[src/rtl/qunion_pkg.sv]
// Shared definitions for the two-input queue multiplexer: source tags and the
// end-of-transaction test.
package qunion_pkg;

  localparam logic CTRL_DIN0 = 1'b0;
  localparam logic CTRL_DIN1 = 1'b1;

  // Widest eot field supported; callers pad unused upper bits with ones.
  localparam int EOT_MAX = 8;

  function automatic logic eot_done(input logic [EOT_MAX-1:0] eot);
    return &eot;
  endfunction

endpackage

[src/rtl/qunion_mux_arb.sv]
// Transaction-granular arbiter: holds the lock owner until its eot beat is
// accepted and round-robins between inputs at transaction boundaries.
module qunion_mux_arb
  import qunion_pkg::*;
(
  input  logic clk,
  input  logic rst,
  input  logic i_valid0,
  input  logic i_valid1,
  input  logic i_load_en,
  input  logic i_eot_done,
  output logic o_sel,
  output logic o_grant,
  output logic o_locked,
  output logic o_lock_sel,
  output logic o_last_grant
);

  logic r_locked;
  logic r_lock_sel;
  logic r_last_grant;
  logic w_sel;
  logic w_grant;

  always_comb begin
    w_sel   = CTRL_DIN0;
    w_grant = 1'b0;
    if (r_locked) begin
      w_sel   = r_lock_sel;
      w_grant = r_lock_sel ? i_valid1 : i_valid0;
    end else if (i_valid0 && i_valid1) begin
      w_sel   = ~r_last_grant;
      w_grant = 1'b1;
    end else if (i_valid1) begin
      w_sel   = CTRL_DIN1;
      w_grant = 1'b1;
    end else if (i_valid0) begin
      w_sel   = CTRL_DIN0;
      w_grant = 1'b1;
    end
  end

  // last_grant resets to din1 so that din0 wins the first contended grant.
  always_ff @(posedge clk or negedge rst) begin
    if (!rst) begin
      r_locked     <= 1'b0;
      r_lock_sel   <= CTRL_DIN0;
      r_last_grant <= CTRL_DIN1;
    end else if (w_grant && i_load_en) begin
      if (i_eot_done) begin
        r_locked     <= 1'b0;
        r_last_grant <= w_sel;
      end else begin
        r_locked     <= 1'b1;
        r_lock_sel   <= w_sel;
      end
    end
  end

  assign o_sel        = w_sel;
  assign o_grant      = w_grant;
  assign o_locked     = r_locked;
  assign o_lock_sel   = r_lock_sel;
  assign o_last_grant = r_last_grant;

endmodule

[src/rtl/qunion_mux.sv]
// Two-input queue multiplexer producing a tagged-union stream {eot, ctrl, data}
// through a single registered output stage.
module qunion_mux
  import qunion_pkg::*;
#(
  parameter int W_DIN0 = 16,
  parameter int W_DIN1 = 16,
  parameter int W_DOUT = 16,
  parameter int LVL    = 1
) (
  input  logic                    clk,
  input  logic                    rst,
  input  logic                    i_din0_valid,
  input  logic [LVL+W_DIN0-1:0]   i_din0_data,
  output logic                    o_din0_ready,
  input  logic                    i_din1_valid,
  input  logic [LVL+W_DIN1-1:0]   i_din1_data,
  output logic                    o_din1_ready,
  output logic                    o_dout_valid,
  output logic [LVL+1+W_DOUT-1:0] o_dout_data,
  input  logic                    i_dout_ready,
  output logic                    o_dbg_locked,
  output logic                    o_dbg_lock_sel,
  output logic                    o_dbg_last_grant
);

  // Handshake: a beat moves when valid && ready at a rising edge; valid never
  // waits on ready, and a held beat keeps its data stable until taken.

  if (W_DOUT < W_DIN0 || W_DOUT < W_DIN1) begin : g_bad_width
    $error("qunion_mux: W_DOUT must be >= both input data widths");
  end
  if (LVL < 1 || LVL > EOT_MAX) begin : g_bad_lvl
    $error("qunion_mux: LVL out of supported range");
  end

  typedef struct packed {
    logic [LVL-1:0]    eot;
    logic              ctrl;
    logic [W_DOUT-1:0] data;
  } dout_t;

  dout_t              r_dout;
  logic               r_full;
  logic               w_sel;
  logic               w_grant;
  logic               w_load_en;
  logic               w_hs;
  logic               w_eot_done;
  logic [LVL-1:0]     w_sel_eot;
  logic [W_DOUT-1:0]  w_sel_data;
  logic [EOT_MAX-1:0] w_eot_pad;

  always_comb begin
    w_sel_data = '0;
    if (w_sel == CTRL_DIN1) begin
      w_sel_eot                  = i_din1_data[LVL+W_DIN1-1 -: LVL];
      w_sel_data[W_DIN1-1:0]     = i_din1_data[W_DIN1-1:0];
    end else begin
      w_sel_eot                  = i_din0_data[LVL+W_DIN0-1 -: LVL];
      w_sel_data[W_DIN0-1:0]     = i_din0_data[W_DIN0-1:0];
    end
    w_eot_pad          = '1;
    w_eot_pad[LVL-1:0] = w_sel_eot;
  end

  assign w_eot_done = eot_done(w_eot_pad);
  assign w_load_en  = !r_full || (r_full && i_dout_ready);
  // Readies are forced low while reset is held so no beat is taken in reset.
  assign w_hs       = rst && w_load_en && w_grant;

  qunion_mux_arb u_arb (
    .clk          (clk),
    .rst          (rst),
    .i_valid0     (i_din0_valid),
    .i_valid1     (i_din1_valid),
    .i_load_en    (rst && w_load_en),
    .i_eot_done   (w_eot_done),
    .o_sel        (w_sel),
    .o_grant      (w_grant),
    .o_locked     (o_dbg_locked),
    .o_lock_sel   (o_dbg_lock_sel),
    .o_last_grant (o_dbg_last_grant)
  );

  assign o_din0_ready = w_hs && i_din0_valid && (w_sel == CTRL_DIN0);
  assign o_din1_ready = w_hs && i_din1_valid && (w_sel == CTRL_DIN1);

  always_ff @(posedge clk or negedge rst) begin
    if (!rst) begin
      r_full <= 1'b0;
      r_dout <= '0;
    end else if (w_hs) begin
      r_full      <= 1'b1;
      r_dout.eot  <= w_sel_eot;
      r_dout.ctrl <= w_sel;
      r_dout.data <= w_sel_data;
    end else if (r_full && i_dout_ready) begin
      r_full <= 1'b0;
    end
  end

  assign o_dout_valid = r_full;
  assign o_dout_data  = r_dout;

endmodule

[config.mk]
export PLATFORM = sky130hd
export DESIGN_NAME = qunion_mux
export DESIGN_NICKNAME = d
export VERILOG_FILES = /design/src/rtl/qunion_pkg.sv /design/src/rtl/qunion_mux_arb.sv /design/src/rtl/qunion_mux.sv
export SDC_FILE = /design/constraint.sdc
export NUM_CORES = 1
export LEC_CHECK = 0
export ABC_CLOCK_PERIOD_IN_PS = 2000
export CORE_MARGIN = 2
export CORE_UTILIZATION = 37
export CTS_CLUSTER_SIZE = 30
export DETAILED_ROUTE_END_ITERATION = 10
export HOLD_SLACK_MARGIN = 0.1
export PLACE_DENSITY = 0.77
export SLEW_MARGIN = 25
export SYNTH_ARGS = -nofsm -noshare
export SYNTH_HDL_FRONTEND = slang
export SYNTH_SLANG_ARGS = --single-unit
[constraint.sdc]
create_clock -name clk -period 2 [get_ports clk]
set_input_delay 0.4 -clock clk [delete_from_list [all_inputs] [get_ports clk]]
set_output_delay 0.4 -clock clk [all_outputs]
set_load 0.01 [all_outputs]
==> impl_metrics.ini <==
[grt]
grt_max_degree = 23
grt_pass1_wl_mm = 5.20
antenna_found_initial = 0
overflow = 0
grtUsageTotal_pct = 20.1
grt_pass1_vias = 1160

[setup_path]
required_ns = 1.60
reg2reg_to = u_arb.o_locked
cpMaxStageDelayCell = dfrtp_1
crit_arrival_ns = 1.52
rr_startpoint = u_arb.o_lock_sel
cp_max_fo = 4
critPathCapture = o_din1_ready
ff2ff_path_depth = 8
r2r_slack_ns = 0.26
critical_path_class = reg2out
cp-end-kind = primary output
worstPathCellList = a21boi_2 > o221ai_2 > or2_1 > nor2_1 > buf_2
max_stage_delay_ns = 0.44
setup.worst_path.start = u_arb.o_lock_sel
critPathLaunchType = flip-flop

[cts]
h-tree-depth = 1
root_buffer = clkbuf_4
worstSkewPairLatency_ns = 0.31
clkSlewWorstSetupHoldPaths_ns = 0.12
cts.sink_count = 22
cts_buffers = 3
tritoncts = yes
cts_max_path_buffers = 2

[routing]
wl_per_cell_um = 14.7
wl_mm = 3.11
vias_per_cell = 5.30
route.detailed.drc = 0
drt_iter0_markers = 38
route.vias.total = 1119
postRouteAntennaNets = 0
dr.pass1.iters = 4

[sta]
report.final.slew_viol_count = 0
setup_violations = 0
max_freq_ghz = 0.522
setup_slack_ns = 0.0850
fin_crit_ns = 1.92
worst_pin_slew_ns = 0.288
fin_setup_tns_ns = 0
hold_viol = 0
max-slew-margin-rel_pct = 80.8
skew_ns = 0.00319
finalCritPeriodShare_pct = 95.8

[logic_synthesis]
synthFlopType = dfrtp_1
yosysUniqueCellTypes = 26
syn_area_sq_um = 1100
syn-num-nets = 141
synth_enable_flop_cells = 0
ys_ff_latch = 22
synth_cells = 102
syn_avg_cell_area_sq_um = 10.8
synth_async_sr_flop_share_pct = 100
yosys_warnings = 0
ys_seq_area_share_pct = 50.2

[floorplan]
core_area_sq_um = 2780
initial_core_util_pct = 39.5
io_pins = 63
rows = 19
die_h_um = 58.5
die_w_um = 58.5
die_area_sq_um = 3420

[placed_design]
dp_slack_ns = -0.492
place_hpwl_mm = 2.34
place.port_buffers = 62
gp_congestion = 0.741

[cells_and_area]
area_growth_pct = 73.3
layout-drive-gt1-share_pct = 17.8
num-fill-cells = 220
num_antenna_cells = 0
multi_input_area_sq_um = 498
finalNetCount = 220
seq_area_sq_um = 552

[min_path]
hold_class = in2async

[pwr]
power_density_nw_per_um2 = 1120
p_leak_uw = 0.000883
vdd_drop_max_mv = 1.10
finalPower_uw = 2120

[run_status]
status = finished clean

[job]
maxCapViolCount = 0
[Yosys cell counts (all sizes together), types with 2 or more instances]
library cell | count | area share [%]
mux2i | 18 | 16
buf | 5 | 3.6
nor2b | 2 | 1.1
o21ai | 34 | 15
a21boi | 2 | 1.4
clkbuf | 3 | 1.0
nor2 | 2 | 0.68
dfrtp | 21 | 48
nand2b | 2 | 1.1
[metrics by stage]
stage | cell area, sq um | util (%) | cells | hold WS [ns]
after detailed placement | 1810 | 65.1 | 201 | 0.503
after CTS | 1890 | 67.8 | 209 | 0.511
after global placement | 1810 | 65.1 | 201 | 0.492
after global routing | 1900 | 68.5 | 211 | 0.507
final | 1900 | 68.5 | 211 | 0.518
after floorplan | 1100 | - | 102 | 0.104
[how the worst min path moves through the flow]
stage | startpoint | to
after floorplan | rst | o_dout_data[0]
after global placement | o_dout_data[0] | o_dout_data[0]
after detailed placement | o_dout_data[14] | o_dout_data[14]
after CTS | rst | o_dout_data[14]
after global routing | rst | o_dout_data[1]
final | rst | o_dout_data[4]
[cell families after synthesis]
logic type	Yosys count	synth area share, %
compound gates	41	21.6
flops	22	50.2
mux	19	17.4
simple gates	11	5.69
buf+inv	9	5.01
[flip-flops by register name, summed over array words and instances (netlist names)]
register	cells
o_dout_valid	1
o_dout_data	18
u_arb.o_last_grant	1
u_arb.o_lock_sel	1
u_arb.o_locked	1
[cells in the final DEF, fill, tap and decap left out, types with 2 or more instances in the layout]
| cell | n |
|---|---|
| buf_2 | 2 |
| buf_4 | 20 |
| clkbuf_4 | 3 |
| clkdlybuf4s50_1 | 59 |
| dfrtp_1 | 21 |
| mux2i_1 | 18 |
| nand2b_1 | 2 |
| nor2_1 | 2 |
| o21ai_0 | 23 |
| o21ai_1 | 11 |
[power breakdown]
part | leakage, uW | internal, uW | total (uW) | switching (uW)
Clock | 0.0000279 | 203 | 341 | 139
Combinational | 0.000584 | 613 | 1050 | 435
Sequential | 0.000271 | 629 | 734 | 105
Total | 0.000883 | 1440 | 2120 | 679
[critical path: cells and delay by family, from the launching register on]
kind	cells	cell delay, ns
flops	1	0.44
simple gates	2	0.33
compound gates	2	0.31
buf+inv	1	0.14
[timing repair]
action,CTS,global route
buffers inserted,4,2
resized for setup,10,1
setup endpoints to repair,2,1
pin swaps,3,2
hold endpoints to repair,0,0
hold buffers,0,0
[layout make-up]
| cell class | instances | area share (%) |
|---|---|---|
| multi-input combinational | 71 | 26.1 |
| tap | 31 | 2.04 |
| clock inverter | 1 | 1.58 |
| inverter | 1 | 0.197 |
| clock buffer | 3 | 1.18 |
| sequential | 22 | 29.0 |
| timing repair buffer | 82 | 39.9 |
[metal layers]
| layer | global-route usage [%] | share of wire, % |
|---|---|---|
| met1 | 23.5 | 39 |
| met2 | 34.7 | 51 |
| met3 | 6.37 | 8.1 |
| met4 | 6.98 | 1.6 |
| met5 | 0 | 0 |
Power figures use the tool's default switching activity.
